### src/rtl/usrrelu_prep.sv
// ReLU / leaky-ReLU pre-stage: registers mux select and both operands per element
// behind a 2-entry skid FIFO, and tags the last element of each vector.
module usrrelu_prep #(
    parameter int WIDTH   = 64,
    parameter int VEC_LEN = 16,
    parameter int SHW     = 6
) (
    input  logic             clk,
    input  logic             rst,
    input  logic             in_valid,
    output logic             in_ready,
    input  logic [WIDTH-1:0] in_data,
    input  logic             cfg_mode,
    input  logic [SHW-1:0]   cfg_shift,
    output logic             out_valid,
    input  logic             out_ready,
    output logic             out_sel,
    output logic [WIDTH-1:0] out_i0,
    output logic [WIDTH-1:0] out_i1,
    output logic             out_last
);

    localparam int IW = (VEC_LEN > 1) ? $clog2(VEC_LEN) : 1;

    typedef struct packed {
        logic             sel;
        logic             last;
        logic [WIDTH-1:0] i0;
        logic [WIDTH-1:0] i1;
    } entry_t;

    typedef enum logic [1:0] {
        EMPTY = 2'd0,
        HALF  = 2'd1,
        FULL  = 2'd2
    } occ_e;

    occ_e             occ_q, occ_d;
    entry_t           head_q, head_d;
    entry_t           tail_q, tail_d;
    logic [IW-1:0]    idx_q, idx_d;
    logic             mode_q, mode_d;
    logic [SHW-1:0]   shift_q, shift_d;

    logic                    accept;
    logic                    consume;
    logic                    first;
    logic                    is_last;
    logic                    eff_mode;
    logic [SHW-1:0]          eff_shift;
    logic                    sat;
    logic signed [WIDTH-1:0] x_s;
    entry_t                  new_e;

    assign in_ready  = !rst && (occ_q != FULL);
    assign out_valid = (occ_q != EMPTY);
    assign accept    = in_valid && in_ready;
    assign consume   = out_valid && out_ready;

    assign out_sel   = head_q.sel;
    assign out_last  = head_q.last;
    assign out_i0    = head_q.i0;
    assign out_i1    = head_q.i1;

    // The first element of a vector uses the live cfg; the rest use the latched copy.
    assign first     = (idx_q == '0);
    assign is_last   = (idx_q == IW'(VEC_LEN - 1));
    assign eff_mode  = first ? cfg_mode : mode_q;
    assign eff_shift = first ? cfg_shift : shift_q;
    assign sat       = (32'(eff_shift) >= 32'(WIDTH));
    assign x_s       = in_data;

    always_comb begin
        new_e      = '0;
        new_e.sel  = ~in_data[WIDTH-1];
        new_e.last = is_last;
        new_e.i1   = in_data;
        if (eff_mode) begin
            if (sat) begin
                new_e.i0 = {WIDTH{in_data[WIDTH-1]}};
            end else begin
                new_e.i0 = x_s >>> eff_shift;
            end
        end
    end

    always_comb begin
        idx_d   = idx_q;
        mode_d  = mode_q;
        shift_d = shift_q;
        if (accept) begin
            idx_d = is_last ? '0 : idx_q + IW'(1);
            if (first) begin
                mode_d  = cfg_mode;
                shift_d = cfg_shift;
            end
        end
    end

    always_comb begin
        occ_d  = occ_q;
        head_d = head_q;
        tail_d = tail_q;
        unique case (occ_q)
            EMPTY: begin
                if (accept) begin
                    head_d = new_e;
                    occ_d  = HALF;
                end
            end
            HALF: begin
                if (accept && consume) begin
                    head_d = new_e;
                end else if (accept) begin
                    tail_d = new_e;
                    occ_d  = FULL;
                end else if (consume) begin
                    occ_d  = EMPTY;
                end
            end
            FULL: begin
                if (consume) begin
                    head_d = tail_q;
                    occ_d  = HALF;
                end
            end
            default: occ_d = EMPTY;
        endcase
    end

    always_ff @(posedge clk or posedge rst) begin
        if (rst) begin
            occ_q   <= EMPTY;
            head_q  <= '0;
            tail_q  <= '0;
            idx_q   <= '0;
            mode_q  <= 1'b0;
            shift_q <= '0;
        end else begin
            occ_q   <= occ_d;
            head_q  <= head_d;
            tail_q  <= tail_d;
            idx_q   <= idx_d;
            mode_q  <= mode_d;
            shift_q <= shift_d;
        end
    end

endmodule

### config.mk
export PLATFORM = sky130hd
export DESIGN_NAME = usrrelu_prep
export DESIGN_NICKNAME = d
export VERILOG_FILES = /design/src/rtl/usrrelu_prep.sv
export SDC_FILE = /design/constraint.sdc
export NUM_CORES = 1
export LEC_CHECK = 0
export CORE_MARGIN = 2
export CORE_UTILIZATION = 45
export DETAILED_ROUTE_END_ITERATION = 7
export PLACE_DENSITY = 0.63
export SYNTH_ARGS = -nofsm -noshare
export SYNTH_HDL_FRONTEND = slang
export SYNTH_SLANG_ARGS = --single-unit
### constraint.sdc
create_clock -name clk -period 10.73 [get_ports clk]
set_clock_uncertainty 0.05 [all_clocks]
set_input_delay 2.146 -clock clk [delete_from_list [all_inputs] [get_ports clk]]
set_output_delay 2.146 -clock clk [all_outputs]
set_load 0.005 [all_outputs]
==> run metrics <==
Cell Area, Synth 17200 µm²; final WL 63800 µm; die area 39800 µm²; WP data required 11.12 ns; core box area 37700 µm²; critical path type in -> reg; CTS tree built; number of global-route vias before repair 15800; clock sink count 273; Antenna Cells 0; Worst setup EP type flip-flop; post-CTS sizing 0; post-CTS setup buffers 0; drt drc 0; Max Root-Sink Buffers 3; first-pass GRT wire length 97800 µm; Register Area 6830 µm²; area grow syn2layout 18.5%; syn_area_per_cell 8.32 µm²; Synth Area in Simple Gates 18.1%; Async S/R FF share, synth 100%; initial antenna violation count 0; GR Overflow Total 0; clock latency on the worst-skew pair 0.58 ns; largest family of logic cells by synthesized area compound AO/OA/AOI/OAI gates; main area contributors after synthesis dfrtp_1, mux2i_1, nand2_1; nets@finish 2222; fraction of layout instances using a drive strength above 1 6.74%; # H-tree levels 1; pre-CTS setup slack 4.54 ns; dominant cell type by area after synthesis dfrtp_1; GRT Util Overall 32.1%; Synth Area in XOR/XNOR 0.0510%; post-synthesis adder-cell area fraction 0.146%; DPL Wire Length 44400 µm; Setup violations, final 0; WHS 0.410 ns; fill count 3619; largest net degree at the start of global routing 164; Port Buffer Count 206; Slew HR 12.5%; startpoint types input port; Yosys top cell area share 39.8%; # Max-Cap Violations 0; post-synthesis mux area share 13.8%; drt via density 6.13; final worst path period share 52.1%; Synth warnings 0; status finished, final reports clean; hold-fix buffers at CTS 0; row cnt 71; root buf cell clkbuf_16; Synth Area in Compound Gates 22.8%; DR iter-0 viols 1360; Arrival @ worst endpoint 5.99 ns; crit path time final 5.59 ns; Pwr Density 341 nW/µm²; Least-Margin Pin Slew 1.31 ns; die height 199 µm; Slew Limit Fails 0; Leak 8.97 nW; synth cell count leaders nand2_1, dfrtp_1, mux2i_1, nor2_1, o21ai_0; Routed Antenna Nets 0; crit-path max FO 44; initial core utilization 45.6%; DR WL/cell 23.8 µm; clock slew at reported path FFs 0.06 ns; unrepaired setup endpoints after global routing no; Post-synth EDFFs 0; Hold Violations, Final 0; top-count cell post-synth nand2_1; GPL Wtd Cong 1.00; Distinct cells, synth 74; sequential fraction of the synthesis area 39.8%; Post-DP Area 19400 µm²; Die X 199 µm; setup ws final 5.14 ns; # IOs 207; HP Class reg -> reg; via count 16400; Post-Synthesis Net Count 2142; post-synthesis register bit count 273; peak supply drop 212 µV; TritonCTS Buffers 31; most common flop cell mapped by yosys dfrtp_1; Tot Pwr 6.94 mW; drt first pass iters 5; Syn Inst Count 2065; FMAX 179 MHz; design area 20400 µm²; setup TNS 0 ns; multi-input logic area 9500 µm²
-- final cells by class --
type	count	share of cell area, %
clock buffer	44	4.20
clock inverter	9	0.639
inverter	23	0.461
multi-input combinational	1577	46.6
sequential	273	33.5
tap	511	3.14
timing repair buffer	239	11.4
-- flip-flops by register name, indices dropped and copies added (netlist names) --
name,count
shift_q,6
out_i1,64
out_last,1
occ_q,2
tail_q,130
out_sel,1
mode_q,1
out_i0,64
idx_q,4
-- path summary, 6_finish.rpt --
kind | from | endpoint | slack, ns | depth (start not counted)
setup / recovery | cfg_shift[1] | out_i0[33] | 5.14 | 11
hold / removal | tail_q[69] | tail_q[69] | 0.41 | 2
setup reg to reg | idx_q[0] | out_i0[27] | 5.54 | 12
hold reg to reg | tail_q[69] | tail_q[69] | 0.41 | 2
max in group asynchronous | rst | out_i1[24] | 6.58 | 4
min in group asynchronous | rst | tail_q[88] | 2.07 | 2
-- logic make-up after synthesis --
logic type	after synthesis
adder cells (fa/ha/maj)	2
AO/OA/AOI/OAI	591
XOR/XNOR	1
multiplexers	227
AND/OR/NAND/NOR	756
buffers and inverters	215
flip-flops	273
-- stage by stage --
step / utilization, % / cells
2_1_floorplan: - / 2065
3_3_place_gp: 51.5 / 2623
3_5_place_dp: 51.5 / 2623
4_1_cts: 54.1 / 2676
5_1_grt: 54.1 / 2676
6_report: 54.1 / 2676
-- power by group --
part / internal, mW / switching [mW] / leakage [nW] / total (mW)
clock: 0.621 / 0.428 / 0.479 / 1.05
combinational: 1.51 / 2.69 / 5.19 / 4.20
sequential: 1.43 / 0.264 / 3.31 / 1.69
-- critical path, cell delays in order --
cell,delay (ns)
buf_2,0.09
buf_4,0.50
and4bb_2,0.67
a21oi_2,0.04
buf_4,0.25
mux2i_1,0.49
a221oi_1,0.33
a221oi_2,0.66
nor2_1,0.07
or3_1,0.38
a221o_1,0.34
-- layout by cell type (no fill, tap or decap), drive strengths merged, types with 4 or more instances in the layout --
cell type and n:
a2111oi 15, a211o 4, a211oi 69, a21o 12
a21oi 121, a221o 16, a221oi 13, a22o 8
a22oi 17, a31oi 81, a32oi 7, and3 28
buf 34, clkbuf 44, clkdlybuf4s50 205, clkinv 4
dfrtp 273, inv 24, mux2 23, mux2i 199
mux4 5, nand2 464, nand2b 14, nand3 24
nor2 172, nor3 19, o211ai 19, o21ai 142
o221a 6, o221ai 7, o22ai 17, o31ai 9
o41ai 4, or3 15
-- layer usage --
metal  wire, µm  up-vias  track usage, %
li1           -     7588               -
met1      28400     8117            45.5
met2      29300      616            51.0
met3       4310       93            5.06
met4       1730        0            8.50
met5          0        -               0
No activity file was read; power rests on OpenSTA's default activity.
==> variant: new RTL, config.mk and constraints unchanged <==
Reset style: synchronous (`rst`), changed in one clocked block.
--- a/src/rtl/usrrelu_prep.sv
+++ b/src/rtl/usrrelu_prep.sv
@@ -128,7 +128,7 @@
         endcase
     end
 
-    always_ff @(posedge clk or posedge rst) begin
+    always_ff @(posedge clk) begin
         if (rst) begin
             occ_q   <= EMPTY;
             head_q  <= '0;
Formal check against the unedited RTL: not equivalent (a bounded check fails within 4 cycles, from zero or initial values and one cycle with rst high; the reset may be asserted at any time).
==> variant against the original RTL <==
The flow now finishes with violations (max-capacitance violations, max-slew violations); sequential cell count did not move; synthesized area fell by 1.9%; register-to-register slack got worse by 0.21 ns; setup slack got worse by 0.89 ns; synthesized cell count increased by 7.0%; routed wire length is 5.5% higher; design area down 2.8%; global-route usage grew 1.7 points; critical endpoint is now out_i0[2].
Power is not compared: it rests on default switching activity, and its combinational part moved more than twofold at a synthesized area within 25%.
==> variant: results <==
[worst_setup_path]
r2r-start = idx_q[0]
worstPathArrival_ns = 6.95
r2r_slack_ns = 5.33
r2r_end = out_i0[2]
cp_max_fo = 36
rr_worst_depth = 12

[synth]
synthTopCellsByCount = nand2_1 (364), dfxtp_1 (273), nor2_1 (254)
async_flop_share_pct = 0
muxShareOfSynthArea_pct = 14.47
synth_fp_nets = 2286
synth_seq_area_share_pct = 32.43
ys_top_cells_by_area = dfxtp_1 (32%), mux2i_1 (12%), nand2_1 (8.1%)
ys_warn_count = 0
synth_compound_area_share_pct = 26.70
yosys.cell_types.count = 78
synth_xor_area_share_pct = 0.05197
synthAdderAreaFrac_pct = 0.1485

[job]
drv_cap = 1

[layout]
antenna_cells = 0
regMostFlops = tail_q
drive_above_1_share_pct = 6.531
largest_reg_flops = 130

[global_routing]
grt-ovfl-total = 0
grt_max_degree = 108
grt_pass1_vias = 16240
grt_usage_pct = 33.82
grt_pass1_wl_um = 102500
antenna_found_initial = 1

[route]
drtIter0Drc = 1791
wl_um = 67240
drt-pass1-iter-count = 6
viasPerCell = 6.458

[cts]
htree_levels = 1
post_cts_resized = 0
clk_latency_ns = 0.60
cts_buffers = 30
clk_pin_slew_worst_paths_ns = 0.06

[power]
p_sw_w = 0.001110
p_leak_nw = 7.157

[status]
status = complete, but fails checks
violations = max-capacitance violations, max-slew violations

[worst_hold_path]
hold_path_end = tail_q[95]
hold_path.class = flop to flop
min_from = tail_q[95]

[place]
gp_congestion = 1.033
place_area_um2 = 18790
port_buffers = 206
hpwl_um = 46340

[timing]
hold_violations = 0
drv_slew = 5
slew_headroom_pct = -3.147
==> variant: cell types whose count changed in the layout (fill, tap and decap cells not counted), sizes merged, moves of 15 or more <==
cell / before / now
nor3: 19 / 63
a221o: 16 / 1
o21ai: 142 / 121
a31oi: 81 / 22
dfrtp: 273 / 0
a21oi: 121 / 186
nand3: 24 / 42
dfxtp: 0 / 273
a311oi: 0 / 71
nor2: 172 / 255
nand2: 464 / 364
and3: 28 / 2
==> variant: per-layer routing <==
metal	wire [µm]	track usage (%)
met1	29890	48.56
met2	29740	52.67
met3	5611	5.071
met4	1975	9.190
met5	13	0
==> variant: area by class of cell <==
class	instances	area [µm²]
timing repair buffer	241	2321
sequential	273	5466
fill	3573	16990
clock inverter	8	103.9
inverter	12	45.04
tap	468	585.6
clock buffer	47	904.6
multi-input combinational	1685	10370
==> variant: worst max-delay path, cell delays in order <==
cell and delay, ns:
buf_2 0.07, buf_4 0.49, nand4bb_1 0.58, o21ai_4 0.49, buf_4 0.48, a2111oi_0 0.20, nor4_1 1.29, o22ai_1 0.23
nor3_1 0.57, or4_1 0.22, a32o_1 0.11
==> variant: through the flow <==
| stage | worst slack, ns | hold WS [ns] | std cells | utilization (%) | power, W |
|---|---|---|---|---|---|
| 6_report | 4.248 | 0.3972 | 2734 | 53.82 | 0.003138 |
| 5_1_grt | 4.277 | 0.4164 | 2734 | 53.82 | 0.003264 |
| 4_1_cts | 4.583 | 0.3913 | 2734 | 53.82 | 0.003133 |
| 3_5_place_dp | 3.960 | 0.3827 | 2679 | 51.08 | 0.002071 |
| 3_3_place_gp | 3.837 | 0.3747 | 2679 | 51.08 | 0.002066 |
| 2_1_floorplan | 5.498 | 0.3659 | 2209 | - | 0.001699 |
==> variant: cells by family (layout without fill, tap and decap cells) <==
family / after synthesis / after routing
mux: 226 / 226
xor+xnor: 1 / 1
fa+ha+maj: 2 / 2
compound gates: 666 / 666
flops: 273 / 273
simple gates: 790 / 790
buf+inv: 251 / 308
==> variant: worst max-delay path by stage <==
stage	endpoint	slack, ns	depth (start not counted)
after floorplan	in_ready	5.50	4
after global placement	out_i0[7]	3.84	12
after detailed placement	out_i0[7]	3.96	12
after CTS	out_i0[2]	4.58	11
after global routing	out_i0[2]	4.28	11
final	out_i0[2]	4.25	11
==> variant: power groups by stage <==
stage | Sequential, W | Clock, W | Combinational, W
floorplan | 0.00111 | 0 | 0.000587
global placement | 0.00112 | 0 | 0.000946
detailed placement | 0.00112 | 0 | 0.000950
CTS | 0.00110 | 0.00108 | 0.000955
global route | 0.00110 | 0.00112 | 0.00104
finish | 0.00110 | 0.00106 | 0.000977
